==> src/rtl/countdown_sec_ctrl.sv <==
// Seconds countdown controller: gates the 1 ms timer, counts its ticks into seconds, and
// decrements a 2-digit BCD value down to expiry. Optional low-time warn under `COUNTDOWN_WARN_EN.
module countdown_sec_ctrl #(
  parameter int         MS_PER_SEC = 1000,
  parameter logic [3:0] INIT_TENS  = 4'd6,
  parameter logic [3:0] INIT_ONES  = 4'd0,
  parameter logic [6:0] WARN_SEC   = 7'd10
) (
  input  logic       clk,
  input  logic       rst,
  input  logic       ms_tick,
  input  logic       load,
  input  logic [3:0] load_tens,
  input  logic [3:0] load_ones,
  input  logic       start,
  input  logic       pause,
  output logic       timer_en,
  output logic [3:0] sec_tens,
  output logic [3:0] sec_ones,
  output logic       running,
  output logic       expired,
  output logic       expire_pulse,
  output logic       warn
);

  typedef enum logic [1:0] {
    IDLE    = 2'd0,
    RUN     = 2'd1,
    PAUSE   = 2'd2,
    EXPIRED = 2'd3
  } state_t;

  localparam logic [9:0] CNT_LAST = 10'(MS_PER_SEC - 1);

  function automatic logic [3:0] bcd_clamp(input logic [3:0] d);
    return (d > 4'd9) ? 4'd9 : d;
  endfunction

  state_t     state_r, state_n;
  logic [3:0] tens_r, tens_n;
  logic [3:0] ones_r, ones_n;
  logic [9:0] ms_cnt_r, ms_cnt_n;
  logic       ms_tick_d_r;
  logic       tick_r;
  logic       nonzero_s;
  logic       timer_en_r, running_r, expired_r, expire_pulse_r;

  assign nonzero_s = (tens_r != 4'd0) || (ones_r != 4'd0);

  // Next-state and next-value logic, priority load > start > pause > tick event.
  always_comb begin
    state_n  = state_r;
    tens_n   = tens_r;
    ones_n   = ones_r;
    ms_cnt_n = ms_cnt_r;
    if (load) begin
      tens_n   = bcd_clamp(load_tens);
      ones_n   = bcd_clamp(load_ones);
      ms_cnt_n = 10'd0;
      state_n  = IDLE;
    end else if (start && ((state_r == IDLE) || (state_r == PAUSE))) begin
      if (nonzero_s) begin
        state_n = RUN;
      end else begin
        state_n = EXPIRED;
      end
    end else if (pause && !start && (state_r == RUN)) begin
      state_n = PAUSE;
    end else if (tick_r && (state_r == RUN)) begin
      if (ms_cnt_r == CNT_LAST) begin
        ms_cnt_n = 10'd0;
        if (ones_r != 4'd0) begin
          ones_n = ones_r - 4'd1;
        end else begin
          ones_n = 4'd9;
          tens_n = tens_r - 4'd1;
        end
        // Hitting 00 expires in the same update that produced it.
        if ((tens_n == 4'd0) && (ones_n == 4'd0)) begin
          state_n = EXPIRED;
        end else begin
          state_n = RUN;
        end
      end else begin
        ms_cnt_n = ms_cnt_r + 10'd1;
      end
    end else begin
      state_n = state_r;
    end
  end

  // State, counters and registered outputs; status flags follow the next state.
  always_ff @(posedge clk) begin
    if (!rst) begin
      state_r        <= IDLE;
      tens_r         <= INIT_TENS;
      ones_r         <= INIT_ONES;
      ms_cnt_r       <= 10'd0;
      ms_tick_d_r    <= 1'b0;
      tick_r         <= 1'b0;
      timer_en_r     <= 1'b0;
      running_r      <= 1'b0;
      expired_r      <= 1'b0;
      expire_pulse_r <= 1'b0;
    end else begin
      state_r        <= state_n;
      tens_r         <= tens_n;
      ones_r         <= ones_n;
      ms_cnt_r       <= ms_cnt_n;
      ms_tick_d_r    <= ms_tick;
      tick_r         <= ms_tick & ~ms_tick_d_r;
      timer_en_r     <= (state_n == RUN);
      running_r      <= (state_n == RUN);
      expired_r      <= (state_n == EXPIRED);
      expire_pulse_r <= (state_n == EXPIRED) && (state_r != EXPIRED);
    end
  end

  assign timer_en     = timer_en_r;
  assign sec_tens     = tens_r;
  assign sec_ones     = ones_r;
  assign running      = running_r;
  assign expired      = expired_r;
  assign expire_pulse = expire_pulse_r;

`ifdef COUNTDOWN_WARN_EN
  logic       warn_r;
  logic [6:0] secs_s;

  assign secs_s = ({3'd0, tens_n} * 7'd10) + {3'd0, ones_n};

  // Low-time warning, only while counting or paused with a nonzero remainder.
  always_ff @(posedge clk) begin
    if (!rst) begin
      warn_r <= 1'b0;
    end else begin
      warn_r <= ((state_n == RUN) || (state_n == PAUSE)) &&
                (secs_s <= WARN_SEC) && (secs_s != 7'd0);
    end
  end

  assign warn = warn_r;
`else
  logic warn_unused_s;
  assign warn_unused_s = ^WARN_SEC;
  assign warn          = 1'b0;
`endif

endmodule

==> config.mk <==
export PLATFORM = sky130hd
export DESIGN_NAME = countdown_sec_ctrl
export DESIGN_NICKNAME = d
export VERILOG_FILES = /design/src/rtl/countdown_sec_ctrl.sv
export SDC_FILE = /design/constraint.sdc
export NUM_CORES = 1
export LEC_CHECK = 0
export CAP_MARGIN = 30
export CORE_ASPECT_RATIO = 1.75
export CORE_UTILIZATION = 30
export DETAILED_ROUTE_END_ITERATION = 7
export SLEW_MARGIN = 30
export SYNTH_ARGS = -nofsm -noshare
export SYNTH_HDL_FRONTEND = slang
export SYNTH_SLANG_ARGS = --single-unit
==> constraint.sdc <==
create_clock -name clk -period 2.55 [get_ports clk]
set_input_delay 0.51 -clock clk [delete_from_list [all_inputs] [get_ports clk]]
set_output_delay 0.51 -clock clk [all_outputs]
set_load 0.01 [all_outputs]
# After elaboration in Yosys (flattened, before gate mapping)
# Index checks and enable logic that the tools add are counted.
[word_totals] register_bits=25 latchBits=0 ram_bits=0 rom_bits=0 in_bits=14 out_inout_bits=13 elab_cells=78 mem_count=0
[classes] add_sub_neg=3 multipliers=0 n_div=0 order_cmp=2 eq_ne=8 n_shift=0 n_mux=32 bitwise=5 n_reduce_logical=19
[ops] cell="$mux W4" count=24
[ops] cell="$mux W2" count=7
[ops] cell="$add A10 B1 Y10 const B" count=1
[ops] cell="$eq A10 B10 Y1 const B" count=1
[ops] cell="$mux W10" count=1
[ops] cell="$gt A4 B4 Y1 const B" count=2
[ops] cell="$logic_not A4 Y1" count=2
[ops] cell="$reduce_bool A4 Y1" count=2
[ops] cell="$sub A4 B1 Y4 const B" count=2
[ops] cell="$logic_and A1 B1 Y1" count=6
[ops] cell="$ne A2 B2 Y1 const B" count=3
[ops] cell="$eq A2 B1 Y1 const B" count=2
[ops] cell="$eq A2 B2 Y1 const B" count=2
[ops] cell="$not A1 Y1" count=4
[ops] cell="$reduce_and A4 Y1" count=1
[ops] cell="$reduce_bool A2 Y1" count=2
[ops] cell="$reduce_and A3 Y1" count=1
[ops] cell="$logic_not A2 Y1" count=1
[ops] cell="$logic_or A1 B1 Y1" count=2
[ops] cell="$reduce_or A2 Y1" count=1
[ops] cell="$and A1 B1 Y1" count=1
[ops] cell="$logic_not A1 Y1" count=1

# Longest topological paths before layout
# Gate-level depths: netlist (run 1).
[depth] ltp_word=17 mapped_depth=7 ltp_nobuf=7

# Least setup slack after synthesis (run 1)
# Ideal clock, no wire load.
[synth_path] path_type="register to register" start="register ms_cnt_r[0]" end="register ones_r[1] (netlist: sec_ones[1])" setup_ps=74 arrival_ps=1935 required_time_ps=2476 path_slack_ps=540 stages_incl_launch_ff=7 n_path_buf=0 synth_period_minus_slack_ps=2010 path_cell_list="dfxtp_1 -> ha_1 -> nand4_2 -> nor4_1 -> nand2_1 -> or4_1 -> a31oi_1"
[synth_between] elab_chain_len=3
[synth_lines] item="start, declared" line="42" text="logic [9:0] ms_cnt_r, ms_cnt_n;"
[synth_lines] item="start signal, assigned" line="109" text="ms_cnt_r <= ms_cnt_n;"
[synth_lines] item="$eq A10 B10 Y1" line="70" text="if (ms_cnt_r == CNT_LAST) begin"
[synth_lines] item="$reduce_bool A2 Y1 (no line)"
[synth_lines] item="$reduce_and A4 Y1 (no line)"
[synth_lines] item="end signal, assigned" line="108" text="ones_r <= ones_n;"
[synth_lines] item="end, declared" line="41" text="logic [3:0] ones_r, ones_n;"
# Every way passes these cells.
# A chain may end at the register's enable or synchronous reset.

# Worst setup path in the final report (run 1)
[layout_path] start="register ms_cnt_r[0]" end="register running_r (netlist: running)"
[layout_between] elab_chain_len=7
[layout_lines] item="$eq A10 B10 Y1" line="70"
[layout_lines] item="$mux W2" line="70"
[layout_lines] item="$mux W2" line="69" text="end else if (tick_r && (state_r == RUN)) begin"
[layout_lines] item="$mux W2" line="67" text="end else if (pause && !start && (state_r == RUN)) begin"
[layout_lines] item="$mux W2" line="61" text="end else if (start && ((state_r == IDLE) || (state_r == PAUSE))) begin"
[layout_lines] item="$mux W2" line="56" text="if (load) begin"
[layout_lines] item="$eq A2 B1 Y1" line="113" text="running_r <= (state_n == RUN);"
[layout_lines] item="end signal, assigned" line="113"
[layout_lines] item="end, declared" line="46" text="logic timer_en_r, running_r, expired_r, expire_pulse_r;"
# Every way passes these cells.

==> flow_summary.json, run 1 <==
{
  "status": "finished clean",
  "power.density_nw_per_um2": 471,
  "worst_r2r_endpoint": "running",
  "n_antenna_cell": 0,
  "final_cells": 233,
  "period_share_pct": 85.6,
  "ctsResizeCount": 0,
  "multiInputGateArea_um2": 774,
  "hold_class": "flop to flop",
  "min_from": "ms_tick_d_r",
  "placedCellCount": 229,
  "synth_area_um2": 1350,
  "worstSkewPairLatency_ns": 0.28,
  "row_count": 31,
  "drv_slew": 0,
  "synth_cells": 155,
  "final-setup-viol-count": 0,
  "dieArea_um2": 4770,
  "async_reset_ff_share_pct": 0,
  "dp_hpwl_mm": 2.55,
  "clk_path_buf_depth": 2,
  "ys.flop_type": "dfxtp_1",
  "final_nets": 202,
  "r2r_slack_ns": 0.37,
  "clock-skew-final_ns": 0.0125,
  "cap_violations": 0,
  "yosys-top-cells-area": "dfxtp_1 (37%), nor2_1 (5.3%), xnor2_1 (5.2%)",
  "synth-seq-area-share_pct": 37.2,
  "routabilityCongestion": 0.866,
  "drive_above_1_share_pct": 10.9,
  "final.min_clock_period_ns": 2.18,
  "timing.setup.tns_ns": 0,
  "grt_pass1_wl_mm": 5.41,
  "root_buffer": "clkbuf_8",
  "yosysMostFrequentCell": "dfxtp_1",
  "cts_sinks": 25,
  "synth.net_count": 172,
  "crit_fanout": 5,
  "via_per_inst": 5.18,
  "synth_top_cell_area_share_pct": 37.2,
  "netlist_top_cells_count": "dfxtp_1 (25), nor2_1 (19), nand2_1 (14), xnor2_1 (8)",
  "area_delta_synth_final_pct": 26.4,
  "io_buffers": 25,
  "grt_pass1_vias": 1205,
  "fp.dieW_um": 52.6,
  "overflow": 0,
  "postSynthAreaPerCell_um2": 8.68,
  "cts_tree": "done",
  "fp.dieH_um": 90.6,
  "rsz0062_at_grt": "no",
  "yosysTopAreaCell": "dfxtp_1",
  "wire_per_inst_um": 13.6,
  "whs_path_depth": 1,
  "htreeDepth": 1,
  "cts_inserted_buffers": 3,
  "ys_warn_count": 0,
  "drtAntennaViolNets": 0,
  "ir_drop_uv": 350,
  "regArea_um2": 500,
  "p_total_uw": 801,
  "pin_count": 27,
  "critPathCaptureType": "flop",
  "grt_antenna_before_repair": 0,
  "startpoint": "ms_cnt_r[0]",
  "drt-initial-drc-count": 21,
  "worstSetupPathType": "flop to flop",
  "yosysUniqueCellTypes": 45,
  "worst-r2r-cell-count": 6,
  "timing.rr.start": "ms_cnt_r[0]",
  "whs_ns": 0.396,
  "hold_buffers": 0,
  "fill_cells": 436,
  "grt_use_total_pct": 14.9,
  "coreArea_um2": 4230,
  "drt_wl_total_mm": 3.18,
  "grt_max_degree": 17,
  "vias": 1206,
  "max_freq_mhz": 458,
  "p_leak_nw": 0.588,
  "first_pass_iters": 5,
  "cts_setup_buffers": 0,
  "ys_ff_latch": 25,
  "required_ns": 2.72,
  "clkSlewWorstSetupHoldPaths_ns": 0.10,
  "setup.worst_path.start_class": "flop",
  "worstPathArrival_ns": 2.35,
  "crit_path_end": "running",
  "initial_utilization_pct": 31.8,
  "hold_viol": 0,
  "drc": 0,
  "synth-edff-count": 0
}
power breakdown:
part           internal [mW]  total (mW)  leakage, nW  switching, mW
clock network          0.115       0.252       0.0261          0.138
registers              0.402       0.420        0.204         0.0180
logic                 0.0696       0.129        0.358         0.0590
layout make-up:
class                   count  area share (%)
well taps                  49            3.61
flip-flops and latches     25            29.4
multi-input cells         118            45.5
inverters                   7            1.55
repair buffers             30            16.9
clock buffers               3            2.43
clock inverters             1           0.515
per-layer routing:
metal	wire length (um)	global-route usage [%]	share of wire, %	vias up
met3	91	2.02	2.9	9
met5	0	0	0	-
met1	1230	16.2	39	560
li1	-	-	-	603
met2	1780	28.0	56	34
met4	72	4.61	2.3	0
flip-flops by register name (all words and copies together), names as in the netlist:
name and count:
sec_tens 4, expire_pulse 1, tick_r 1, ms_tick_d_r 1, sec_ones 4, ms_cnt_r 10
running 1, state_r 2, expired 1
critical path: stages, from the launching register on:
cell	delay, ns
dfxtp_1	0.43
ha_1	0.23
nand4_2	0.12
or4_4	0.53
nor4_1	0.40
a31oi_2	0.18
and2_1	0.18
logic make-up after synthesis:
family,synth area share [%]
mux,2.23
buf+inv,5.21
compound gates,12.6
xor+xnor,8.47
simple gates,31.3
fa+ha+maj,2.79
flops,37.2
other cells,0.279
cell usage in the layout, fill, tap and decap left out, drive strengths merged, types with 2 or more instances in the layout:
master          n
and2            4
dfxtp          25
inv             7
nor2           19
nand2b          4
a211oi          2
o211ai          3
mux2i           3
a21oi           3
buf             5
xnor2           8
nand3b          4
nand2          14
ha              3
o21ai           5
a21boi          2
nor4            4
clkbuf          3
nor3            4
nand3           4
a31oi           4
nand4           7
xor2            5
clkdlybuf4s50  25
or4             5
worst min-delay path by stage:
stage / to / slack [ns]
6_report: tick_r / 0.40
5_1_grt: tick_r / 0.41
4_1_cts: tick_r / 0.39
3_5_place_dp: tick_r / 0.38
3_3_place_gp: tick_r / 0.37
2_1_floorplan: tick_r / 0.37
per-stage QoR:
stage	area, um2	setup slack [ns]	util [%]
6_report	1700	0.367	40.2
5_1_grt	1700	0.285	40.2
4_1_cts	1700	0.359	40.2
3_5_place_dp	1650	0.166	39.0
3_3_place_gp	1650	0.201	39.0
2_1_floorplan	1350	0.540	-
No activity file was read; power rests on OpenSTA's default activity.
==> inputs of run 2 (changes only) <==
==> constraint.sdc (replaced) <==
create_clock -name clk -period 2.3 [get_ports clk]
set_input_delay 0.46 -clock clk [delete_from_list [all_inputs] [get_ports clk]]
set_output_delay 0.46 -clock clk [all_outputs]
set_load 0.01 [all_outputs]
==> run 2 against run 1 <==
Against the previous run: critical path depth is the same; worst setup slack lost 0.14 ns; via count grew 1.8%; sequential power grew 10%.
==> flow_summary.json, run 2 (synthesized netlist as in run 1, its figures left out) <==
{
  "worstSkewPairLatency_ns": 0.27,
  "clock-skew-final_ns": 0.00416,
  "drc": 0,
  "cts_tree": "done",
  "hold_viol": 0,
  "worstSetupPathType": "flop to flop",
  "coreArea_um2": 4230,
  "grt_pass1_wl_mm": 5.46,
  "initial_utilization_pct": 31.8,
  "worst_r2r_endpoint": "running",
  "dp_hpwl_mm": 2.63,
  "final_nets": 210,
  "place_area_um2": 1720,
  "cap_violations": 0,
  "power.density_nw_per_um2": 495,
  "final.min_clock_period_ns": 2.08,
  "r2r_slack_ns": 0.22,
  "overflow": 0,
  "vias": 1228,
  "routabilityCongestion": 0.791,
  "crit_path_end": "running",
  "drt_wl_total_mm": 3.26,
  "layout_common_cells": "dfxtp_1 (25), clkdlybuf4s50_1 (25), nor2_1 (19), nand2_1 (14), buf_4 (12)",
  "root_buffer": "clkbuf_8",
  "worstPathArrival_ns": 2.25,
  "via_per_inst": 5.10,
  "cts_setup_buffers": 0,
  "fp.dieW_um": 52.6,
  "drv_slew": 0,
  "hold_class": "flop to flop",
  "startpoint": "ms_cnt_r[1]",
  "top_register": "ms_cnt_r",
  "grt_antenna_before_repair": 0,
  "area_delta_synth_final_pct": 32.0,
  "required_ns": 2.47,
  "timing.rr.start": "ms_cnt_r[1]",
  "clkSlewWorstSetupHoldPaths_ns": 0.09,
  "io_buffers": 25,
  "pin_count": 27,
  "final-setup-viol-count": 0,
  "wire_per_inst_um": 13.5,
  "drtAntennaViolNets": 0,
  "row_count": 31,
  "setup.worst_path.start_class": "flop",
  "cts_inserted_buffers": 3,
  "fp.dieH_um": 90.6,
  "ctsResizeCount": 0,
  "drive_above_1_share_pct": 15.1,
  "timing.setup.tns_ns": 0,
  "htreeDepth": 1,
  "critPathCaptureType": "flop",
  "final_area_um2": 1780,
  "first_pass_iters": 4,
  "hold_buffers": 0,
  "max_freq_mhz": 482,
  "p_leak_nw": 0.632,
  "whs_path_depth": 1,
  "grt_max_degree": 15,
  "worst-r2r-cell-count": 6,
  "grt_pass1_vias": 1211,
  "crit_fanout": 5,
  "cts_sinks": 25,
  "grt_use_total_pct": 15.3,
  "drt-initial-drc-count": 15,
  "period_share_pct": 90.3,
  "rsz0062_at_grt": "no",
  "clk_path_buf_depth": 2,
  "status": "finished clean",
  "largest_reg_flops": 10,
  "ir_drop_uv": 311,
  "n_antenna_cell": 0,
  "dieArea_um2": 4770
}
==> run 2: cell types whose count changed in the layout (fill, tap and decap cells not counted), sizes merged <==
cell    delta
clkinv     +1
buf        +8
inv        -1
==> run 2: worst min-delay path by stage <==
stage	from	to	slack, ns
after floorplan	ms_tick_d_r	tick_r	0.37
after global placement	ms_tick_d_r	tick_r	0.37
after detailed placement	ms_tick_d_r	tick_r	0.38
after CTS	ms_tick_d_r	tick_r	0.39
after global routing	ms_tick_d_r	tick_r	0.40
final	ms_tick_d_r	tick_r	0.39
==> run 2: routing by layer <==
layer / global-route usage [%] / share of wire [%]
met5: 0 / 0
met4: 7.02 / 3.7
met3: 2.53 / 2.9
met2: 27.8 / 55
met1: 16.0 / 39
==> run 2: final cells by class <==
class	count	area, um2
clock buffers	3	41.3
clock inverters	1	5.00
fillers	424	2450
inverters	7	26.3
multi-input cells	118	781
flip-flops and latches	25	500
well taps	49	61.3
repair buffers	38	360
==> run 2: stage by stage <==
step	setup WS (ns)	std cells	power (mW)	hold slack (ns)	utilization (%)
6_report	0.224	241	0.878	0.385	42.0
5_1_grt	0.103	241	0.918	0.401	42.0
4_1_cts	0.104	241	0.886	0.391	41.8
3_5_place_dp	0.116	237	0.628	0.379	40.8
3_3_place_gp	0.133	237	0.629	0.373	40.8
2_1_floorplan	0.290	155	0.551	0.367	-
==> run 2: power breakdown <==
| group | switching (mW) | total (mW) | internal (mW) | leakage, nW |
|---|---|---|---|---|
| Clock | 0.139 | 0.260 | 0.121 | 0.0255 |
| Combinational | 0.0703 | 0.155 | 0.0849 | 0.403 |
| Sequential | 0.0170 | 0.463 | 0.446 | 0.204 |
| Total | 0.227 | 0.878 | 0.652 | 0.632 |
==> run 2: worst max-delay path, stage by stage, from the launching register on <==
cell     delay (ns)
dfxtp_1        0.41
ha_1           0.22
nand4_2        0.13
or4_4          0.54
nor4_2         0.35
a31oi_2        0.17
and2_1         0.18
